==> config.mk <==
export PLATFORM = sky130hd
export DESIGN_NAME = mem_arb
export DESIGN_NICKNAME = d
export VERILOG_FILES = /design/src/rtl/mem_arb.sv
export SDC_FILE = /design/constraint.sdc
export NUM_CORES = 1
export LEC_CHECK = 0
export BUFFER_PORTS_ARGS = -buffer_cell sky130_fd_sc_hd__buf_4
export CORE_AREA = 2 2 84 86
export DETAILED_ROUTE_END_ITERATION = 8
export DIE_AREA = 0 0 86 88
export GPL_ROUTABILITY_DRIVEN = 1
export GPL_TIMING_DRIVEN = 0
export SETUP_SLACK_MARGIN = 0.4
export SLEW_MARGIN = 10
export SYNTH_ARGS = -nofsm -noshare
export SYNTH_HDL_FRONTEND = slang
export SYNTH_SLANG_ARGS = --single-unit
export TNS_END_PERCENT = 5
==> constraint.sdc <==
create_clock -name clk -period 1.35 [get_ports clk]
set_input_delay 0 -clock clk [delete_from_list [all_inputs] [get_ports clk]]
set_output_delay 0 -clock clk [all_outputs]
set_load 0.01 [all_outputs]
==> src/rtl/mem_arb.sv <==
// Arbitrates one single-port memory between a wishbone slave port and an engine.
// The engine has priority; a wishbone request waits a bounded time unless the engine locks.
module mem_arb #(
   parameter int MAX_WAIT = 8
) (
   input  logic        clk,
   input  logic        RST,
   input  logic        wb_cyc,
   input  logic        wb_stb,
   input  logic        wb_we,
   input  logic [4:0]  wb_addr,
   input  logic [31:0] wb_dat_i,
   output logic [31:0] wb_dat_o,
   output logic        wb_ack,
   input  logic        eng_req,
   input  logic        eng_lock,
   input  logic        eng_we_n,
   input  logic [4:0]  eng_addr,
   input  logic [31:0] eng_wdata,
   output logic        eng_gnt,
   output logic [31:0] eng_rdata,
   output logic        mem_we_n,
   output logic [4:0]  mem_addr,
   output logic [31:0] mem_datain,
   input  logic [31:0] mem_dataout
);

   typedef enum logic [1:0] {IDLE, WB_ACC, WB_ACK} state_t;

   localparam logic [3:0] WAIT_LAST = 4'(MAX_WAIT - 1);

   state_t     state;
   logic [3:0] wait_cnt;
   logic       pending;

   assign pending   = (state == IDLE) && wb_cyc && wb_stb;
   assign eng_rdata = mem_dataout;

   always_ff @(posedge clk) begin
      if (RST) begin
         state    <= IDLE;
         wait_cnt <= '0;
      end else begin
         case (state)
            IDLE: begin
               if (!pending) begin
                  wait_cnt <= '0;
               end else if (!eng_lock && (!eng_req || wait_cnt == WAIT_LAST)) begin
                  state    <= WB_ACC;
                  wait_cnt <= '0;
               end else if (wait_cnt != WAIT_LAST) begin
                  // saturates so a lock release lets wishbone in on the next cycle
                  wait_cnt <= wait_cnt + 4'd1;
               end
            end
            WB_ACC:  state <= WB_ACK;
            default: state <= IDLE;
         endcase
      end
   end

   always_comb begin
      wb_ack     = 1'b0;
      wb_dat_o   = '0;
      eng_gnt    = 1'b0;
      mem_we_n   = 1'b1;
      mem_addr   = '0;
      mem_datain = '0;
      if (!RST) begin
         if (state == WB_ACC) begin
            // access completes even if the master drops wb_cyc here
            mem_we_n   = !wb_we;
            mem_addr   = wb_addr;
            mem_datain = wb_dat_i;
         end else begin
            if (state == WB_ACK) begin
               wb_ack   = wb_cyc & wb_stb;
               wb_dat_o = mem_dataout;
            end
            if (eng_req) begin
               eng_gnt    = 1'b1;
               mem_we_n   = eng_we_n;
               mem_addr   = eng_addr;
               mem_datain = eng_wdata;
            end
         end
      end
   end

endmodule

==> Word-level counts from Yosys, hierarchy flattened <==
Cells that the tools add are included.
{ "totals": {"ff_bits": 6, "word_cells": 45} }
{ "classes": {"eq_ne": 7, "reduce_logical": 10, "muxes": 24, "bitwise": 1, "n_addsub": 1} }
{ "op_table": {"columns": ["op", "count"], "rows": [
  ["32-bit two-way mux", 6],
  ["5-bit two-way mux", 3],
  ["4-bit two-way mux", 3],
  ["1-bit two-way mux", 9],
  ["4-bit by 1-bit adder with 4-bit output, second input constant", 1],
  ["4-bit by 3-bit equality test with 1-bit output, second input constant", 1],
  ["2-bit two-way mux", 2],
  ["4-bit by 3-bit inequality test with 1-bit output, second input constant", 1],
  ["2-bit one-hot mux with 2 select lines", 1],
  ["2-bit AND reduction", 2],
  ["1-bit logical AND", 3],
  ["1-bit zero test", 3],
  ["3-bit by 1-bit inequality test with 1-bit output, second input constant", 1],
  ["2-bit by 1-bit equality test with 1-bit output, second input constant", 1],
  ["2-bit equality test, second input constant", 1],
  ["2-bit zero test", 1],
  ["2-bit by 1-bit inequality test with 1-bit output, second input constant", 1],
  ["2-bit inequality test, second input constant", 1],
  ["1-bit bitwise AND", 1],
  ["1-bit logical OR", 1]
]} }

==> Longest topological paths before layout <==
Gate-level depths: netlist of run 1.
{ "depth": {"word_depth": 6, "mapped_depth": 5, "ltp_nobuf": 4} }

==> Worst setup path after synthesis of run 1 <==
No wires, ideal clock.
{ "synth_timing": {"path_kind": "reg2out", "from": "register state[1]", "to": "output mem_datain[17]", "t_arrival_ps": 1131, "path_buffers": 2, "setup_slack_ps": 219, "stages_incl_launch_ff": 6, "required_time_ps": 1350, "cell_sequence": "dfxtp_1 > nand2b_1 > and3b_1 > buf_6 > buf_6 > a22o_1"} }
{ "synth_between": {"elab_chain_len": 3} }
{ "synth_lines": {"columns": ["item", "line", "text"], "rows": [
  ["from (decl)", "32", "state_t state;"],
  ["from (signal assigned)", "41", "state <= IDLE;"],
  ["from (signal assigned)", "49", "state <= WB_ACC;"],
  ["from (signal assigned)", "56", "WB_ACC: state <= WB_ACK;"],
  ["2-bit by 1-bit equality test with 1-bit output", "70", "if (state == WB_ACC) begin"],
  ["32-bit two-way mux", "70", null],
  ["32-bit two-way mux", "69", "if (!RST) begin"],
  ["to (decl)", "24", "output logic [31:0] mem_datain,"]
]} }
No other way between the ends.

==> Final worst setup path of run 1 <==
{ "layout_timing": {"from": "register state[1]", "to": "output mem_datain[25]"} }
The elaborated chain is that of the path after synthesis.

==> results of run 1 <==
registers in the layout, indices dropped and copies added (netlist names):
register	count
wait_cnt	4
state	2
through the flow:
step                instances  TNS [ns]  cell area [um2]
finish                    452     -4.42             3110
global placement          446   -0.0203             2910
global route              452     -8.91             3110
detailed placement        446  -0.00847             2910
floorplan                 149         0             1180
CTS                       451     -5.28             3050
worst paths after layout:
check / start / end / slack (ns) / cells past startpoint
worst max-delay path: state[1] / mem_datain[25] / -0.15 / 6
worst min-delay path: eng_lock / state[0] / 0.08 / 3
worst max register to register: wait_cnt[0] / wait_cnt[2] / 0.11 / 4
worst min register to register: wait_cnt[3] / wait_cnt[3] / 0.46 / 2
power breakdown:
group / switching [mW] / internal [mW]
combinational: 0.225 / 0.464
clock: 0.0778 / 0.192
sequential: 0.00326 / 0.178
total: 0.306 / 0.833
critical path, delay by kind of cell (launching register included):
kind | cells | cell delay [ns]
compound gates | 1 | 0.22
flops | 1 | 0.32
simple gates | 2 | 0.36
buf+inv | 3 | 0.39
cell type report:
type	count	area [um2]	area share (%)
Timing Repair Buffer	220	1700	54.7
Inverter	5	18.8	0.604
Buffer	43	332	10.7
Tap cell	80	100	3.22
Sequential cell	6	130	4.19
Clock buffer	3	41.3	1.33
Multi-Input combinational cell	95	787	25.3
cells by family (layout without fill, tap and decap cells):
group | Yosys count | after routing
muxes | 1 | 1
AOI/OAI and AO/OA | 47 | 47
and+or+nand+nor | 46 | 46
adders and majority gates | 1 | 1
buffers and inverters | 48 | 271
DFF | 6 | 6
layout by cell type (no fill, tap or decap), drive strengths merged, types with 2 or more instances in the layout:
cell type | netlist | layout
and2 | 32 | 32
clkbuf | 4 | 4
buf | 39 | 262
inv | 5 | 5
dfxtp | 6 | 6
and3b | 2 | 2
a22o | 37 | 37
nand2b | 2 | 2
nand3 | 2 | 2
o21ba | 3 | 3
o22ai | 2 | 2
per-layer routing:
layer | up-vias | global-route usage [%] | wire [um]
met4 | 0 | 4.33 | 65
li1 | 951 | - | -
met3 | 4 | 4.24 | 651
met2 | 117 | 27.3 | 3280
met5 | - | 0 | 0
met1 | 838 | 16.2 | 2210
timing repair:
action | 4_1_cts | 5_1_grt
buffers inserted | 1 | 1
endpoints found under the setup margin | 78 | 78
resized for setup | 26 | 15
pin swaps | 11 | 8
cloned | 1 | 0
==> summary.md, run 1 <==
| Metric | Value |
|---|---|
| Outcome | `finished, violations left` |
| Failing checks | `negative setup slack` |
| DRT Wirelength | `about 6200 um` |
| CP arrival | `about 1.5 ns` |
| Seq cells post-synth | `6` |
| Fill cells | `about 660` |
| WL per Instance | `13.7 um` |
| Count leader, synth | `a22o_1` |
| Synth cell types | `28` |
| RSZ-0062 raised after global routing | `true` |
| Syn_area_per_cell | `slightly below 8 um2` |
| Final design utilization | `around 47%` |
| FMAX | `approximately 660 MHz` |
| Final Setup Violations | `39` |
| Required @ worst endpoint | `1.35 ns` |
| Setup ws final | `-0.155 ns` |
| First-pass GRT wire length | `~9000 um` |
| Slowest stage delay, CP | `0.32 ns` |
| Final Hold Fails | `0` |
| Initial antenna violation count | `0` |
| Worst hold slack | `~0.085 ns` |
| Synth top cells by count | `a22o_1, buf_4, and2_1, dfxtp_1, inv_1` |
| Synthesized cell area | `~1200 um2` |
| Period utilization | `111%` |
| Antenna cells | `0` |
| # hold bufs at CTS | `0` |
| Worst-Skew Late Latency | `approximately 0.22 ns` |
| Crit path launch type | `flip-flop` |
| Worst-margin pin slew | `around 0.29 ns` |
| DP Worst Slack | `-0.00847 ns` |
| # port buffers | `217` |
| CTS Buf Count | `3` |
| Dominant cells by area after synthesis | `a22o_1, buf_4, and2_1, dfxtp_1, o21ba_2` |
| Crit-path cells | `nand2b_4, and3b_2, buf_6, buf_8, a22o_1, buf_6` |
| Pwr Total | `about 1.1 mW` |
| Die H | `88 um` |
| Synth-to-Final Area Change | `165%` |
| Die X | `between 80 and 90 um` |
| Leak Pwr | `around 1.7 nW` |
| Post-DP HPWL | `roughly 5400 um` |
| Xor/xnor share of the synthesized area | `0%` |
| Async SR Flop Fraction | `0%` |
| Max-cap violation count | `0` |
| Cell taking the most area after synthesis | `a22o_1` |
| CP Capture Type | `output port` |
| Synth Area in Compound Gates | `around a third` |
| Clk buf depth | `2` |
| Drt pass-1 iters | `4` |
| Global-route usage over all layers | `between 10% and 20%` |
| Initial Util | `roughly 18%` |
| Setup CP Type | `reg2out` |
| H-tree depth | `1` |
| Largest net degree at the start of global routing | `11` |
| Gate Count Post-Synth | `approximately 150` |
| Main combinational cell family by area after synthesis | `compound AO/OA/AOI/OAI gates` |
| Crit-path max FO | `10` |
| Post-Synth Adder-Cell Area | `~1.1%` |
| Share of post-route cells with drive strength above 1 | `76.3%` |
| Mapped Nets | `between 200 and 300` |
| CTS tree | `done` |
| Number of flops mapped to enable cells by yosys | `0` |
| CTS root buf | `clkbuf_8` |
| Vias per inst | `~4.2` |
| Core Region | `around 6600 um2` |
| Slowest CP cell | `dfxtp_2` |
| Initial DRC count | `34` |
| Via count | `1910` |
| Core Rows | `30` |
| Max Slew Vio Count | `0` |
| Critical Path Most Common Cell | `buf_6` |
| I/O pin cnt | `roughly 220` |
| Grt ovf | `0` |
| VDD IR-drop max | `~190 uV` |
| Vias in the first global route | `roughly 1900` |
| Crit path time final | `1.50 ns` |
| Share of the synthesized area in the top cell type | `between 20% and 30%` |
| Number of routed nets with antenna violations | `0` |
| Simple-gate share of the synthesized area | `about a quarter` |
| Post-synthesis mux area share | `0.855%` |
| Clk sinks | `6` |
| DIE AREA | `~7600 um2` |
| Min-Delay Path Class | `in2reg` |
| Layout Nets | `489` |
| Worst-path clk slew | `roughly 0.030 ns` |
| Max-slew headroom | `between 80% and 90%` |
| Syn. warnings | `0` |
| DRC Markers | `0` |
| Power density over cell area | `~370 nW/um2` |
| Setup Skew | `~0.0018 ns` |
| Ys flop type | `dfxtp_1` |
| Routability Congestion | `about 0.76` |
| Sequential share of the synthesized area | `10.3%` |
No activity file was read; power rests on OpenSTA's default activity.
==> inputs of run 2 (changes only) <==
--- a/config.mk
+++ b/config.mk
@@ -11,6 +11,7 @@
 export DIE_AREA = 0 0 86 88
 export GPL_ROUTABILITY_DRIVEN = 1
 export GPL_TIMING_DRIVEN = 0
+export REMOVE_ABC_BUFFERS = 1
 export SETUP_SLACK_MARGIN = 0.4
 export SLEW_MARGIN = 10
 export SYNTH_ARGS = -nofsm -noshare
==> summary.md, run 2 (same netlist as run 1, synthesis figures left out) <==
| Metric | Value |
|---|---|
| Sw Ratio | `between 20% and 30%` |
| Initial DRC count | `37` |
| Fill cells | `660` |
| Global-route usage over all layers | `around 17%` |
| Top flop regs | `wait_cnt x4, state x2` |
| Largest Register | `wait_cnt` |
| Most common library cell in the layout ignoring fill and taps | `buf_4` |
| Initial Util | `between 10% and 20%` |
| VDD IR-drop max | `245 uV` |
| Placement Cell Area | `roughly 2600 um2` |
| Routability Congestion | `around 0.76` |
| Largest net degree at the start of global routing | `19` |
| Setup Skew | `about 0.0028 ns` |
| CTS tree | `done` |
| Final Setup Violations | `38` |
| Core Region | `roughly 6600 um2` |
| FMAX | `685 MHz` |
| Final Hold Fails | `0` |
| First-pass GRT wire length | `9740 um` |
| Metal2 WL | `4030 um` |
| Pwr Total | `1.09 mW` |
| Top Layer Used | `met4` |
| Worst-margin pin slew | `0.227 ns` |
| Post-Layout Cell Count | `about 430` |
| RSZ-0062 raised after global routing | `true` |
| Vias in the first global route | `1894` |
| Synth-to-Final Area Change | `164%` |
| DP Worst Slack | `-0.254 ns` |
| DRC Markers | `0` |
| Multi-input gate area | `roughly 900 um2` |
| Required @ worst endpoint | `1.35 ns` |
| WL met1 | `about 2700 um` |
| Post-DP HPWL | `about 5300 um` |
| DRT Wirelength | `between 7000 and 8000 um` |
| DIE AREA | `around 7600 um2` |
| Failing checks | `negative setup slack` |
| Max Slew Vio Count | `0` |
| CP arrival | `1.46 ns` |
| Most frequent cells in the layout | `buf_4, a22o_1, buf_6` |
| Via count | `approximately 2000` |
| Reg area | `approximately 140 um2` |
| CP Capture Type | `output port` |
| Slowest stage delay, CP | `0.34 ns` |
| Slowest CP cell | `dfxtp_4` |
| I/O pin cnt | `between 200 and 250` |
| CTS root buf | `clkbuf_8` |
| CTS Buf Count | `3` |
| WL per Instance | `17.7 um` |
| Crit path launch type | `flip-flop` |
| Clk buf depth | `2` |
| Drt pass-1 iters | `4` |
| Initial antenna violation count | `0` |
| Clk sinks | `6` |
| Worst hold slack | `~0.089 ns` |
| # hold bufs at CTS | `0` |
| Sequential share of power | `between 15 and 20%` |
| Final design utilization | `between 40% and 50%` |
| Antenna cells | `0` |
| Clock power share | `about a quarter` |
| Max-cap violation count | `0` |
| Crit-path cells | `nand2b_4, and3b_2, a22o_1, buf_4` |
| Number of routed nets with antenna violations | `0` |
| Core Rows | `30` |
| Min-Delay Path Class | `in2reg` |
| Max-slew headroom | `a little over four fifths` |
| # port buffers | `about 220` |
| Worst-path clk slew | `approximately 0.040 ns` |
| Die H | `88 um` |
| Grt ovf | `0` |
| Outcome | `finished, violations left` |
| Leak Pwr | `between 1.5 and 2 nW` |
| Power density over cell area | `352 nW/um2` |
| Die X | `about 86 um` |
| Vias per inst | `4.58` |
| Crit path time final | `1.46 ns` |
| Post-route cell area | `between 3000 and 4000 um2` |
| Max FFs per register | `4` |
| Crit-path max FO | `10` |
| Worst-Skew Late Latency | `around 0.22 ns` |
| H-tree depth | `1` |
| Met3 WL | `between 700 and 800 um` |
| Placed Instances | `approximately 400` |
| Setup ws final | `-0.109 ns` |
| Power Internal | `just under 0.8 mW` |
| Combinational power share | `between 50% and 60%` |
| Fin Setup TNS | `-3.03 ns` |
| P_sw | `0.316 mW` |
| Setup CP Type | `reg2out` |
| Period utilization | `108%` |
| Layout Nets | `between 400 and 500` |
| Share of post-route cells with drive strength above 1 | `roughly four fifths` |
[run 2: cell type report]
class,count,area share (%)
flip-flops and latches,6,4.38
clock buffers,3,1.34
well taps,80,3.24
multi-input cells,99,28.6
inverters,5,0.608
repair buffers,232,61.8
[run 2: timing repair]
| item | 4_1_cts | 5_1_grt |
|---|---|---|
| pin swaps | 23 | 35 |
| setup buffers | 5 | 4 |
| cloned | 6 | 3 |
| endpoints found under the setup margin | 77 | 77 |
| resized for setup | 23 | 38 |
[run 2: final timing paths]
path,endpoint,cells past startpoint,slack [ns],start
worst min register to register,wait_cnt[0],1,0.48,wait_cnt[0]
worst min-delay path,state[0],3,0.09,eng_lock
worst max-delay path,mem_datain[1],4,-0.11,state[1]
worst max register to register,wait_cnt[2],4,0.17,wait_cnt[0]
[run 2: power by group through the flow]
stage | combinational [mW] | sequential [mW] | clock [mW]
global placement | 0.589 | 0.185 | 0
floorplan | 0.119 | 0.185 | 0
finish | 0.637 | 0.178 | 0.272
detailed placement | 0.595 | 0.186 | 0
global route | 0.679 | 0.179 | 0.289
CTS | 0.626 | 0.180 | 0.272
[run 2: layer usage]
metal  global-route usage, %  vias to the layer above
li1                        -                      912
met1                    18.6                      880
met2                    33.0                      144
met3                    3.11                        9
met4                    1.73                        0
met5                       0                        -
[run 2: worst max-delay path, delay by kind of cell (launching register included)]
family	cells	cell delay, ns
AO/OA/AOI/OAI	1	0.26
AND/OR/NAND/NOR	2	0.48
buffers and inverters	1	0.15
flip-flops	1	0.34
